--- src/rtl/avm_mac_driver.sv ---
// Purpose: Avalon-MM master that writes an incrementing operand block, then reads back one result word.
// Latency: bus request one cycle after start; done pulses two cycles after the read is accepted.
// Backpressure: avm_waitrequest stalls any request; address, data and strobes hold until acceptance.
//
// Ports:
//   clk, reset                        - rising-edge clock, synchronous active-high reset
//   start, cmd_base, cmd_len, cmd_data - command strobe and operands, sampled only in IDLE
//   busy, done, result                 - status, one-cycle completion pulse, last read data
//   avm_*                              - Avalon-MM master (chipselect/address/read/write/writedata
//                                        out; readdata/waitrequest in)
module avm_mac_driver #(
    parameter int ADDR_W = 17,
    parameter int DATA_W = 32
) (
    input  logic              clk,
    input  logic              reset,
    input  logic              start,
    input  logic [ADDR_W-1:0] cmd_base,
    input  logic [8:0]        cmd_len,
    input  logic [DATA_W-1:0] cmd_data,
    output logic              busy,
    output logic              done,
    output logic [DATA_W-1:0] result,
    output logic              avm_chipselect,
    output logic [ADDR_W-1:0] avm_address,
    output logic              avm_read,
    output logic              avm_write,
    output logic [DATA_W-1:0] avm_writedata,
    input  logic [DATA_W-1:0] avm_readdata,
    input  logic              avm_waitrequest
);

    typedef enum logic [2:0] {
        S_IDLE,
        S_WRITE,
        S_READ,
        S_RDWAIT,
        S_DONE
    } state_t;

    state_t            state_q,  state_d;
    logic [ADDR_W-1:0] base_q,   base_d;
    logic [8:0]        len_q,    len_d;
    logic [DATA_W-1:0] data_q,   data_d;
    logic [8:0]        cnt_q,    cnt_d;
    logic              busy_q,   busy_d;
    logic              done_q,   done_d;
    logic [DATA_W-1:0] result_q, result_d;
    logic              cs_q,     cs_d;
    logic [ADDR_W-1:0] addr_q,   addr_d;
    logic              rd_q,     rd_d;
    logic              wr_q,     wr_d;
    logic [DATA_W-1:0] wdata_q,  wdata_d;

    // Count of accepted writes including the one being accepted this cycle.
    logic [8:0]        cnt_nxt;

    // Every output comes straight from a flop. The next-state logic looks at
    // avm_waitrequest, so the request for the next word is precomputed here
    // and appears on the bus the cycle after acceptance without a bubble.
    always_comb begin
        state_d  = state_q;
        base_d   = base_q;
        len_d    = len_q;
        data_d   = data_q;
        cnt_d    = cnt_q;
        busy_d   = busy_q;
        done_d   = 1'b0;
        result_d = result_q;
        cs_d     = cs_q;
        addr_d   = addr_q;
        rd_d     = rd_q;
        wr_d     = wr_q;
        wdata_d  = wdata_q;
        cnt_nxt  = cnt_q + 9'd1;

        case (state_q)
            S_IDLE: begin
                if (start) begin
                    base_d = cmd_base;
                    len_d  = cmd_len;
                    data_d = cmd_data;
                    cnt_d  = 9'd0;
                    busy_d = 1'b1;
                    cs_d   = 1'b1;
                    addr_d = cmd_base;
                    if (cmd_len != 9'd0) begin
                        state_d = S_WRITE;
                        wr_d    = 1'b1;
                        wdata_d = cmd_data;
                    end else begin
                        // Empty operand block: go straight to the result read at base+0.
                        state_d = S_READ;
                        rd_d    = 1'b1;
                    end
                end
            end

            S_WRITE: begin
                if (!avm_waitrequest) begin
                    cnt_d = cnt_nxt;
                    if (cnt_nxt == len_q) begin
                        state_d = S_READ;
                        wr_d    = 1'b0;
                        rd_d    = 1'b1;
                        addr_d  = base_q + ADDR_W'(len_q);
                    end else begin
                        addr_d  = base_q + ADDR_W'(cnt_nxt);
                        wdata_d = data_q + DATA_W'(cnt_nxt);
                    end
                end
            end

            S_READ: begin
                if (!avm_waitrequest) begin
                    state_d = S_RDWAIT;
                    rd_d    = 1'b0;
                    cs_d    = 1'b0;
                end
            end

            S_RDWAIT: begin
                // Slave returns data exactly one cycle after acceptance.
                result_d = avm_readdata;
                state_d  = S_DONE;
                busy_d   = 1'b0;
                done_d   = 1'b1;
            end

            S_DONE: begin
                // start is deliberately not looked at here.
                state_d = S_IDLE;
            end

            default: begin
                state_d = S_IDLE;
                busy_d  = 1'b0;
                cs_d    = 1'b0;
                rd_d    = 1'b0;
                wr_d    = 1'b0;
            end
        endcase
    end

    always_ff @(posedge clk) begin
        if (reset) begin
            state_q  <= S_IDLE;
            base_q   <= '0;
            len_q    <= '0;
            data_q   <= '0;
            cnt_q    <= '0;
            busy_q   <= 1'b0;
            done_q   <= 1'b0;
            result_q <= '0;
            cs_q     <= 1'b0;
            addr_q   <= '0;
            rd_q     <= 1'b0;
            wr_q     <= 1'b0;
            wdata_q  <= '0;
        end else begin
            state_q  <= state_d;
            base_q   <= base_d;
            len_q    <= len_d;
            data_q   <= data_d;
            cnt_q    <= cnt_d;
            busy_q   <= busy_d;
            done_q   <= done_d;
            result_q <= result_d;
            cs_q     <= cs_d;
            addr_q   <= addr_d;
            rd_q     <= rd_d;
            wr_q     <= wr_d;
            wdata_q  <= wdata_d;
        end
    end

    assign busy           = busy_q;
    assign done           = done_q;
    assign result         = result_q;
    assign avm_chipselect = cs_q;
    assign avm_address    = addr_q;
    assign avm_read       = rd_q;
    assign avm_write      = wr_q;
    assign avm_writedata  = wdata_q;

endmodule

--- config.mk ---
export PLATFORM = sky130hd
export DESIGN_NAME = avm_mac_driver
export DESIGN_NICKNAME = d
export VERILOG_FILES = /design/src/rtl/avm_mac_driver.sv
export SDC_FILE = /design/constraint.sdc
export NUM_CORES = 1
export LEC_CHECK = 0
export CORE_AREA = 10 10 152 140
export DETAILED_ROUTE_END_ITERATION = 7
export DIE_AREA = 0 0 162 150
export GPL_ROUTABILITY_DRIVEN = 1
export GPL_TIMING_DRIVEN = 0
export HOLD_SLACK_MARGIN = 0.1
export PLACE_DENSITY_LB_ADDON = 0.2
export SYNTH_ARGS = -nofsm -noshare
export SYNTH_HDL_FRONTEND = slang
export SYNTH_SLANG_ARGS = --single-unit
--- constraint.sdc ---
create_clock -name clk -period 2.9 [get_ports clk]
set_input_delay 0.58 -clock clk [delete_from_list [all_inputs] [get_ports clk]]
set_output_delay 0.58 -clock clk [all_outputs]
set_load 0.05 [all_outputs]
==> results.json <==
{
  "outcome": "finished clean",
  "via_per_inst": 5.59,
  "postPlaceCellArea_mm2": 0.0100,
  "finalMaxSlewViolations": 0,
  "yosysSeqAreaShare_pct": 39.2,
  "rrSetupSlack_ps": 7,
  "synth_warnings": 0,
  "fin_crit_ps": 2890,
  "synthesis.nets": 1136,
  "clk_pin_slew_ps": 60,
  "final_cell_mix": "245 x nand2_1, 177 x clkdlybuf4s50_1, 152 x dfxtp_1, 138 x a21oi_1, 60 x nor2_1",
  "finalSetupViolCount": 0,
  "die-area_mm2": 0.0243,
  "crit_type": "reg2reg",
  "synth_top_flop_cell": "dfxtp_1",
  "yosysUniqueCellTypes": 69,
  "post-route-util_pct": 62.2,
  "instances_no_fill": 1499,
  "ant_nets": 0,
  "via_count": 8373,
  "synth_area_mm2": 0.00796,
  "ios": 180,
  "dp.cells": 1443,
  "timing.final.ws_setup_ps": 6.52,
  "crit_fanout": 7,
  "holdCritPathClass": "reg2reg",
  "fill_cells": 1651,
  "grt_max_degree": 17,
  "clock_latency_ps": 430,
  "antenna_cells": 0,
  "grt_setup_unrepaired": "true",
  "gp_congestion": 0.922,
  "clock_sinks": 156,
  "port_buffers": 177,
  "cts-htree-levels": 4,
  "r2r-start": "cnt_q[2]$_SDFFE_PP0P_",
  "slew_headroom_pct": 42.5,
  "drt_iter0_markers": 832,
  "peakVddDrop_mv": 0.402,
  "drive_above_1_share_pct": 10.9,
  "worst-endpoint-required_ps": 3230,
  "critPathArrivalTime_ps": 3220,
  "start_kind": "flip-flop",
  "die_x_um": 162,
  "initial_utilization_pct": 43.9,
  "design_area_mm2": 0.0113,
  "hold_slack_ps": 454,
  "layout_commonest_cell": "nand2_1",
  "rows": 47,
  "hold_viol_final": 0,
  "max-cap-violations": 0,
  "cp-end-kind": "flip-flop",
  "timing.fmax_mhz": 346,
  "p_leak_nw": 4.18,
  "die-height_um": 150,
  "drc": 0,
  "coreArea_mm2": 0.0181,
  "wl_mm": 28.4,
  "drt_pre_antenna_iters": 6,
  "use_met3_pct": 4.75,
  "wl_per_cell_um": 18.9,
  "grt_overflow": 0,
  "synthArstFlopShare_pct": 0,
  "reg2reg_depth": 14,
  "grt_pass1_vias": 7745,
  "cts_buffers": 17,
  "grt_pass1_wl_mm": 42.9,
  "cts_tree": "done",
  "cts_buffer_depth": 2,
  "gr-usage-met2_pct": 35.4,
  "finalClockSkew_ps": 10.0,
  "finalNetCount": 1356,
  "gr-max-usage-layer": "met2",
  "antenna_found_initial": 0,
  "avgSynthCellArea_um2": 7.79,
  "grtUsageMet1_pct": 29.0,
  "crit_start": "cnt_q[2]$_SDFFE_PP0P_",
  "post-route-period-util_pct": 99.8,
  "root_buffer": "clkbuf_16",
  "powerDensity_mw_per_mm2": 600,
  "syn_inst": 1021,
  "synth-seq-cells": 156,
  "crit_end": "avm_writedata[19]$_SDFFE_PP0P_",
  "synth_edf_count": 0,
  "r2r_end": "avm_writedata[19]$_SDFFE_PP0P_",
  "area_growth_pct": 41.5,
  "tightest_slew_ps": 862,
  "grt_usage_pct": 22.2,
  "pre_cts_slack_ps": -765,
  "hpwl_mm": 20.5
}
## worst min-delay path by stage
stage | start | endpoint | slack [ps] | depth (start not counted)
final | result[13]$_SDFFE_PP0P_ | result[13]$_SDFFE_PP0P_ | 450 | 2
after global routing | result[17]$_SDFFE_PP0P_ | result[17]$_SDFFE_PP0P_ | 470 | 2
after CTS | result[13]$_SDFFE_PP0P_ | result[13]$_SDFFE_PP0P_ | 450 | 2
after global placement | avm_address[15]$_SDFFE_PP0P_ | avm_address[15]$_SDFFE_PP0P_ | 440 | 2
after detailed placement | result[13]$_SDFFE_PP0P_ | result[13]$_SDFFE_PP0P_ | 450 | 2
after floorplan | data_q[26]$_SDFFE_PP0P_ | data_q[26]$_SDFFE_PP0P_ | 440 | 2
## power by group
part | switching (mW) | internal [mW] | total, mW | leakage [nW]
Combinational | 1.15 | 0.632 | 1.78 | 2.59
Sequential | 0.145 | 2.33 | 2.48 | 1.28
Clock | 0.933 | 1.56 | 2.49 | 0.314
## routing by layer
layer	wire, um	part of all wire (%)
met5	0	0
met4	668	2.4
met3	2110	7.5
met2	13200	47
met1	12400	44
## synthesized netlist by cell type, types with 3 or more instances
cell type  number  share of area [%]
a31oi_1         4               0.31
nand2_1       246                 12
xor2_1         24                2.6
a32o_1          8                1.0
o311ai_0        3               0.33
nor2_1         63                3.0
and3_1          9               0.71
nor3_1         22                1.4
a21o_1          8               0.75
dfxtp_1       156                 39
o22ai_1         5               0.39
a21boi_0        4               0.38
a311oi_1       12                1.3
nand3_1        21                1.3
ha_1           19                3.0
and4_1          4               0.44
clkbuf_1       60                2.8
a211oi_1       10               0.94
or3_1           5               0.39
nand4_1         8               0.63
o21ai_0        42                2.6
xnor2_1        33                3.6
or2_2           3               0.24
a21oi_1       141                8.9
and4_4          3               0.42
o31ai_1        10               0.94
o2111ai_1       3               0.33
nor4b_1         3               0.33
buf_2           6               0.38
o32ai_1         3               0.33
and2_1          6               0.47
o211ai_1       13                1.2
nor4_1          3               0.24
buf_4           4               0.38
buf_6           4               0.57
o21bai_1        4               0.38
inv_1           7               0.33
## what timing repair did
action / in CTS / in global routing
pin swaps: 13 / 27
setup buffers: 9 / 18
gates resized for setup: 38 / 41
cloned: 0 / 1
endpoints found under the setup margin: 35 / 46
hold buffers: 0 / 0
## worst max-delay path, cell delays in order, from the launching register on
cell and delay (ps):
dfxtp_1 320, buf_6 120, and4_4 270, nand2_4 90, xnor2_4 220, ha_4 250
a21oi_4 130, o211ai_1 100, buf_4 160, a311oi_4 360, buf_6 200, nor3_1 70
xnor2_1 210, nand2_1 80, a32o_1 220
## cell families (layout without fill, tap and decap cells)
family,count (synthesis),after routing,share of synthesized area [%]
compound gates,289,290,23.0
xor+xnor,59,59,6.84
fa+ha+maj,21,21,3.49
buf+inv,85,317,4.81
flops,156,156,39.2
mux,1,1,0.141
simple gates,410,410,22.5
## final cells by class
type,count,area (um^2),area share [%]
clock inverters,13,214,1.90
flip-flops and latches,156,3130,27.8
repair buffers,204,1990,17.7
clock buffers,19,443,3.93
multi-input cells,781,4780,42.5
well taps,245,307,2.72
plain buffers,73,362,3.21
inverters,8,30.0,0.267
## state kept, by name, indices dropped and copies added (netlist names), 3 cells and up
name	flops
state_q	3
data_q	32
len_q	9
avm_address	17
base_q	17
avm_writedata	32
result	32
cnt_q	9
## through the flow
step / power, mW / setup TNS, ps
final: 6.75 / 0
after floorplan: 3.57 / 0
after global placement: 4.23 / -17740
after detailed placement: 4.25 / -17110
after CTS: 6.74 / -36.3
after global routing: 7.01 / -643
No activity file was read; power rests on OpenSTA's default activity.
==> patch 1: new RTL, same flow settings <==
Change the parameter `DATA_W` from 32 to 16.
--- a/src/rtl/avm_mac_driver.sv
+++ b/src/rtl/avm_mac_driver.sv
@@ -10,7 +10,7 @@
 //                                        out; readdata/waitrequest in)
 module avm_mac_driver #(
     parameter int ADDR_W = 17,
-    parameter int DATA_W = 32
+    parameter int DATA_W = 16
 ) (
     input  logic              clk,
     input  logic              reset,
Interface: changed (resized avm_readdata, avm_writedata, cmd_data and result); port bits go from 180 to 116. The function was not compared with the original's and may differ.
==> patch 1 against the original RTL <==
Routed wire length decreased by 28%; area after synthesis decreased by 23%; cell area is 28% lower; hold slack gained 0.0010 ns; synthesized cell count is 24% lower; first-iteration DRC count decreased by 52%; die area did not move; worst setup slack improved by 0.15 ns; clock skew decreased by 0.00054 ns; sequential cell count decreased by 48; final cell count fell by 22%.
Power is not compared: it rests on default switching activity, and its combinational part moved more than twofold at a synthesized area within 25%.
==> patch 1: results (changes against the original RTL) <==
Route
  – DR iter-0 viols: 399 (-52%)
  – Wire length on met2: 8.585 mm (-35%)
  – Top routing layer in use: met4
  – Met1 wire length: 9.569 mm (-23%)
  – Vias: 6,001 (-28%)
  – Met3 WL: 1.737 mm (-18%)
  – Wirelength per Cell: 17.44 um (-7.9%)

GRT
  – Vias in the first global route: 5,663 (-27%)
  – Antenna violations before repair: 0 (unchanged)
  – Gr usage total: 16.37% (-5.9 points)
  – Global-route wire length before repair: 31.36 mm (-27%)
  – Largest net degree at the start of global routing: 19 (+2)

Synth
  – Synth async-reset ratio: 0% (unchanged)
  – Warnings from Yosys: 0 (unchanged)
  – Synth cell count leaders: 169 x nand2_1, 108 x dfxtp_1, 94 x a21oi_1
  – Cells after Synth: 771 (-24%)
  – Sequential-to-total area share from yosys stat: 35.43% (-3.8 points)
  – Area contributors post-synth: dfxtp_1 35%, nand2_1 10%, a21oi_1 7.7%
  – Synth cell types: 69 (unchanged)
  – Top_reg_cell synth: dfxtp_1
  – Syn_nets: 854 (-25%)

Worst setup path
  – CP peak stage delay: 0.37 ns
  – CP Launch Point: cnt_q[0]
  – Crit path max fanout: 5 (-2)
  – Slowest cell on the critical path: o21ai_1
  – Critical Path AT: 2.96 ns (-0.26 ns)

Status
  – Status: finished, final reports clean

Worst hold path
  – Hold crit path type: register to register
  – Hold path startpoint: result[15]

Clock network
  – Total CTS buffers: 9 (-8)
  – Clock transition at path regs: 0.08 ns (+0.02 ns)
  – Clk buf depth: 2 (unchanged)
  – H-tree levels: 3 (-1)
  – Clk_lat worst skew: 0.36 ns (-0.07 ns)

Placed design
  – Pre-CTS setup slack: -0.4450 ns (+0.3205 ns)
  – GPL Wtd Cong: 0.8660 (-6.1%)
  – Placed Cells: 1,130 (-22%)
  – Hpwl dp: 15.11 mm (-26%)
  – Buffers on Ports: 114 (-36%)

STA
  – Actual transition at the worst max-transition pin: 0.7907 ns (-0.07117 ns)
  – Worst clock skew: 0.009464 ns (-0.0005391 ns)
  – Setup tns final: 0 ns (unchanged)

Cells and area
  – Finished Layout Cells: 1,164 (-22%)
  – Nets: 997 (-26%)
  – Layout cells sized above 1: 10.34% (-0.59 points)
  – Fillers: 1,845 (+12%)
  – ANT cells: 0 (unchanged)

Pwr
  – Total leakage power: 3.084 nW
patch 1: cell types whose count changed after synthesis, moves of 9 or more:
cell / delta
dfxtp_1: -48
xnor2_1: -13
nor2b_1: +11
nor2_1: -21
nor3_1: -14
a21oi_1: -47
nand2_1: -77
mux2i_1: +9
clkbuf_1: -21
inv_1: +11
o21ai_0: -10
patch 1: power breakdown:
| group | switching (W) | total (W) | internal, W |
|---|---|---|---|
| clock network | 0.000617 | 0.00132 | 0.000703 |
| logic | 0.000509 | 0.000826 | 0.000317 |
| registers | 0.0000594 | 0.00162 | 0.00156 |
patch 1: cell type report:
cell class	count	area (sq um)	share of cell area, %
inverters	18	67.56	0.8290
multi-input cells	593	3739	45.87
well taps	245	306.5	3.761
flip-flops and latches	108	2170	26.62
plain buffers	52	282.8	3.469
repair buffers	132	1276	15.66
clock inverters	6	70.07	0.8597
clock buffers	10	239.0	2.932
patch 1: worst max-delay path: cells and delay by family, from the launching register on:
family | cells | cell delay [ns]
AO/OA/AOI/OAI | 5 | 1.14
XOR/XNOR | 1 | 0.15
adder cells (fa/ha/maj) | 2 | 0.56
buffers and inverters | 2 | 0.28
flip-flops | 1 | 0.35
AND/OR/NAND/NOR | 1 | 0.14
patch 1: repair_timing:
action | CTS | global route
setup buffers | 8 | 10
endpoints found under the setup margin | 15 | 17
gates resized for setup | 17 | 20
pin swaps | 7 | 14
patch 1: routing by layer:
layer | vias up | track usage (%)
met5 | - | 0
met4 | 0 | 6.045
met3 | 24 | 4.916
met2 | 204 | 24.18
met1 | 2778 | 21.99
li1 | 2995 | -
patch 1: cell families (layout without fill, tap and decap cells):
| logic type | after synthesis | count (layout) | share of synthesized area (%) |
|---|---|---|---|
| buf+inv | 70 | 218 | 5.680 |
| mux | 19 | 19 | 3.445 |
| simple gates | 310 | 310 | 24.38 |
| flops | 108 | 108 | 35.43 |
| fa+ha+maj | 21 | 21 | 4.552 |
| compound gates | 206 | 206 | 20.98 |
| xor+xnor | 37 | 37 | 5.536 |
patch 1: per-stage QoR:
step | power, W | cell area, sq um | hold slack, ns
finish | 0.003769 | 8150 | 0.4546
floorplan | 0.002142 | 6102 | 0.4405
CTS | 0.003802 | 8000 | 0.4562
global placement | 0.002470 | 7550 | 0.4405
global route | 0.003911 | 8150 | 0.4744
detailed placement | 0.002470 | 7550 | 0.4462
patch 1: path summary, 6_finish.rpt:
path / depth (start not counted) / slack (ns) / end
hold reg to reg: 2 / 0.45 / result[15]
hold / removal: 2 / 0.45 / result[15]
setup / recovery: 11 / 0.15 / avm_address[16]
setup reg to reg: 11 / 0.15 / avm_address[16]
==> patch 2: new RTL, same flow settings <==
Without the edit above. Take the reset off `result_q` and load it in a clocked block of its own.
--- a/src/rtl/avm_mac_driver.sv
+++ b/src/rtl/avm_mac_driver.sv
@@ -151,7 +151,6 @@
             cnt_q    <= '0;
             busy_q   <= 1'b0;
             done_q   <= 1'b0;
-            result_q <= '0;
             cs_q     <= 1'b0;
             addr_q   <= '0;
             rd_q     <= 1'b0;
@@ -165,13 +164,16 @@
             cnt_q    <= cnt_d;
             busy_q   <= busy_d;
             done_q   <= done_d;
-            result_q <= result_d;
             cs_q     <= cs_d;
             addr_q   <= addr_d;
             rd_q     <= rd_d;
             wr_q     <= wr_d;
             wdata_q  <= wdata_d;
         end
+    end
+
+    always_ff @(posedge clk) begin
+        result_q <= result_d;
     end
 
     assign busy           = busy_q;
Check against the original RTL: differs if reset is asserted again (counterexample within 4 cycles, from zero or initial values and one cycle with reset high); with reset held inactive, the same outputs for 4 cycles.
==> patch 2 against the original RTL <==
Total power grew 8.6%; highest routed layer unchanged; clock skew decreased by 0.0013 ns; count of clock-buffer cells in the layout down 1; sequential cell count did not move; routed wire length hardly changed; maximum frequency decreased by 2.2%; the run now ends with setup timing left; first-iteration DRC count fell by 11%; worst setup slack worse by 0.065 ns; cell area is 3.9% higher; area after synthesis is 2.3% higher; largest power group is now registers.
==> patch 2: results (changes against the original RTL) <==
STA
  – Setup ws final: -0.05872 ns (-0.06523 ns)
  – Slew Viols, Final: 0 (unchanged)
  – Worst clock skew: 0.008697 ns (-0.001306 ns)
  – Hold WS: 0.4635 ns (+0.009964 ns)
  – Relative slew slack: 31.30% (-11 points)
  – Final setup fails: 7 (+7)
  – Setup tns final: -0.2432 ns (-0.2432 ns)

Worst setup path
  – Reg2reg end: avm_writedata[21]
  – CP peak stage delay: 0.47 ns (+0.11 ns)
  – Slowest cell on the critical path: or4b_1
  – Critical path's top delay family: compound AO/OA/AOI/OAI gates
  – Critical Path AT: 3.32 ns (+0.10 ns)
  – RR Startpoint: cnt_q[1]
  – Crit path max fanout: 5 (-2)
  – FF-to-FF path depth: 11 (-3)

Placed design
  – Buffers on Ports: 178 (+0.56%)
  – Placed Area: 10,280 sq um (+2.4%)
  – Pre-CTS setup slack: -0.4587 ns (+0.3068 ns)
  – Hpwl dp: 19.67 mm (-3.9%)
  – GPL Wtd Cong: 0.9309 (+0.95%)

Synth
  – Sequential-to-total area share from yosys stat: 42.29% (+3.0 points)
  – Syn_nets: 1,053 (-7.3%)
  – Synth cell count leaders: 197 x nand2_1, 124 x dfxtp_1, 93 x a21oi_1
  – Mapped Avg Cell Area: 8.681 sq um (+11%)
  – Synth async-reset ratio: 0% (unchanged)
  – Mux share of post-synthesis cell area: 5.270% (+5.1 points)
  – Synth Area in Adders: 3.411% (-0.079 points)
  – Area contributors post-synth: dfxtp_1 30%, edfxtp_1 12%, nand2_1 9.1%
  – Synth cell types: 78 (+13%)
  – Synth Area in Compound Gates: 19.02% (-3.9 points)
  – Warnings from Yosys: 0 (unchanged)
  – EDFF count, synth: 32 (+32)
  – Xor and xnor area share after synthesis: 4.948% (-1.9 points)

Cells and area
  – Nets: 1,284 (-5.3%)
  – Finished Layout Cells: 1,427 (-4.8%)
  – Area of the multi-input gates: 4767 sq um (-0.34%)
  – Layout cells sized above 1: 15.23% (+4.3 points)
  – Fillers: 1,505 (-8.8%)

GRT
  – Global-route wire length before repair: 42.99 mm (+0.24%)
  – Largest net degree at the start of global routing: 33 (+16)
  – Gr usage total: 22.31% (+0.058 points)
  – Vias in the first global route: 7,603 (-1.8%)
  – Antenna violations before repair: 0 (unchanged)

Pwr
  – Total leakage power: 4.445 nW (+6.2%)
  – Peak supply drop: 402.7 uV (+0.23%)

Clock network
  – Clk root buf: clkbuf_16
  – Clk buf depth: 2 (unchanged)
  – H-tree levels: 4 (unchanged)
  – Total CTS buffers: 17 (unchanged)
  – Clk_lat worst skew: 0.43 ns (about the same)

Route
  – Vias: 8,088 (-3.4%)
  – Length of the first detailed-routing pass in iterations: 5 (-1)
  – DR iter-0 viols: 741 (-11%)
  – Final wirelength: 28.37 mm (about the same)

Worst hold path
  – Hold path startpoint: avm_writedata[21]
  – Hold worst-path end: avm_writedata[21]
  – Hold crit path type: register to register

Status
  – Failing checks: setup timing
  – Status: complete, but fails checks
[patch 2: cell count changes in the layout (fill, tap and decap cells not counted), moves of 10 or more]
cell | unedited run | this run
nor3_1 | 21 | 7
clkbuf_1 | 57 | 37
xnor2_1 | 28 | 13
mux2i_1 | 0 | 20
a21oi_1 | 138 | 91
dfxtp_1 | 152 | 120
nand2_1 | 245 | 196
edfxtp_1 | 0 | 32
mux2_4 | 0 | 17
nor2b_1 | 2 | 15
xor2_1 | 22 | 12
[patch 2: per-layer routing]
metal	global-route usage, %	wire, um	share of wire [%]	up-vias
met3	5.795	2416	8.5	49
met5	0	0	0	-
li1	-	-	-	3793
met1	30.61	12820	45	3845
met4	7.182	529	1.9	0
met2	33.48	12600	44	401
[patch 2: area by class of cell]
cell class / instances / share of cell area, %
Tap cell: 245 / 2.620
Multi-Input combinational cell: 697 / 40.75
Buffer: 66 / 2.866
Clock buffer: 18 / 3.668
Clock inverter: 14 / 2.064
Sequential cell: 156 / 29.54
Inverter: 15 / 0.4813
Timing Repair Buffer: 216 / 18.01
[patch 2: repair_timing]
action,CTS,global route
gates resized for setup,52,46
cloned,0,1
pin swaps,22,32
buffers inserted,16,21
setup endpoints to repair,31,33
[patch 2: worst max path at each step]
stage,slack (ns),depth (start not counted),from,end
after CTS,-0.1,12,cnt_q[0],avm_writedata[16]
final,-0.06,11,cnt_q[1],avm_writedata[21]
after global routing,-0.13,12,cnt_q[2],avm_writedata[21]
after floorplan,-0.05,12,cnt_q[1],avm_writedata[21]
after global placement,-0.46,13,cnt_q[1],avm_writedata[16]
after detailed placement,-0.46,13,cnt_q[1],avm_writedata[21]
[patch 2: where the power goes]
group          switching, W  internal (W)
Sequential         0.000161       0.00244
Combinational       0.00137      0.000781
Clock              0.000958       0.00162
Total               0.00249       0.00484
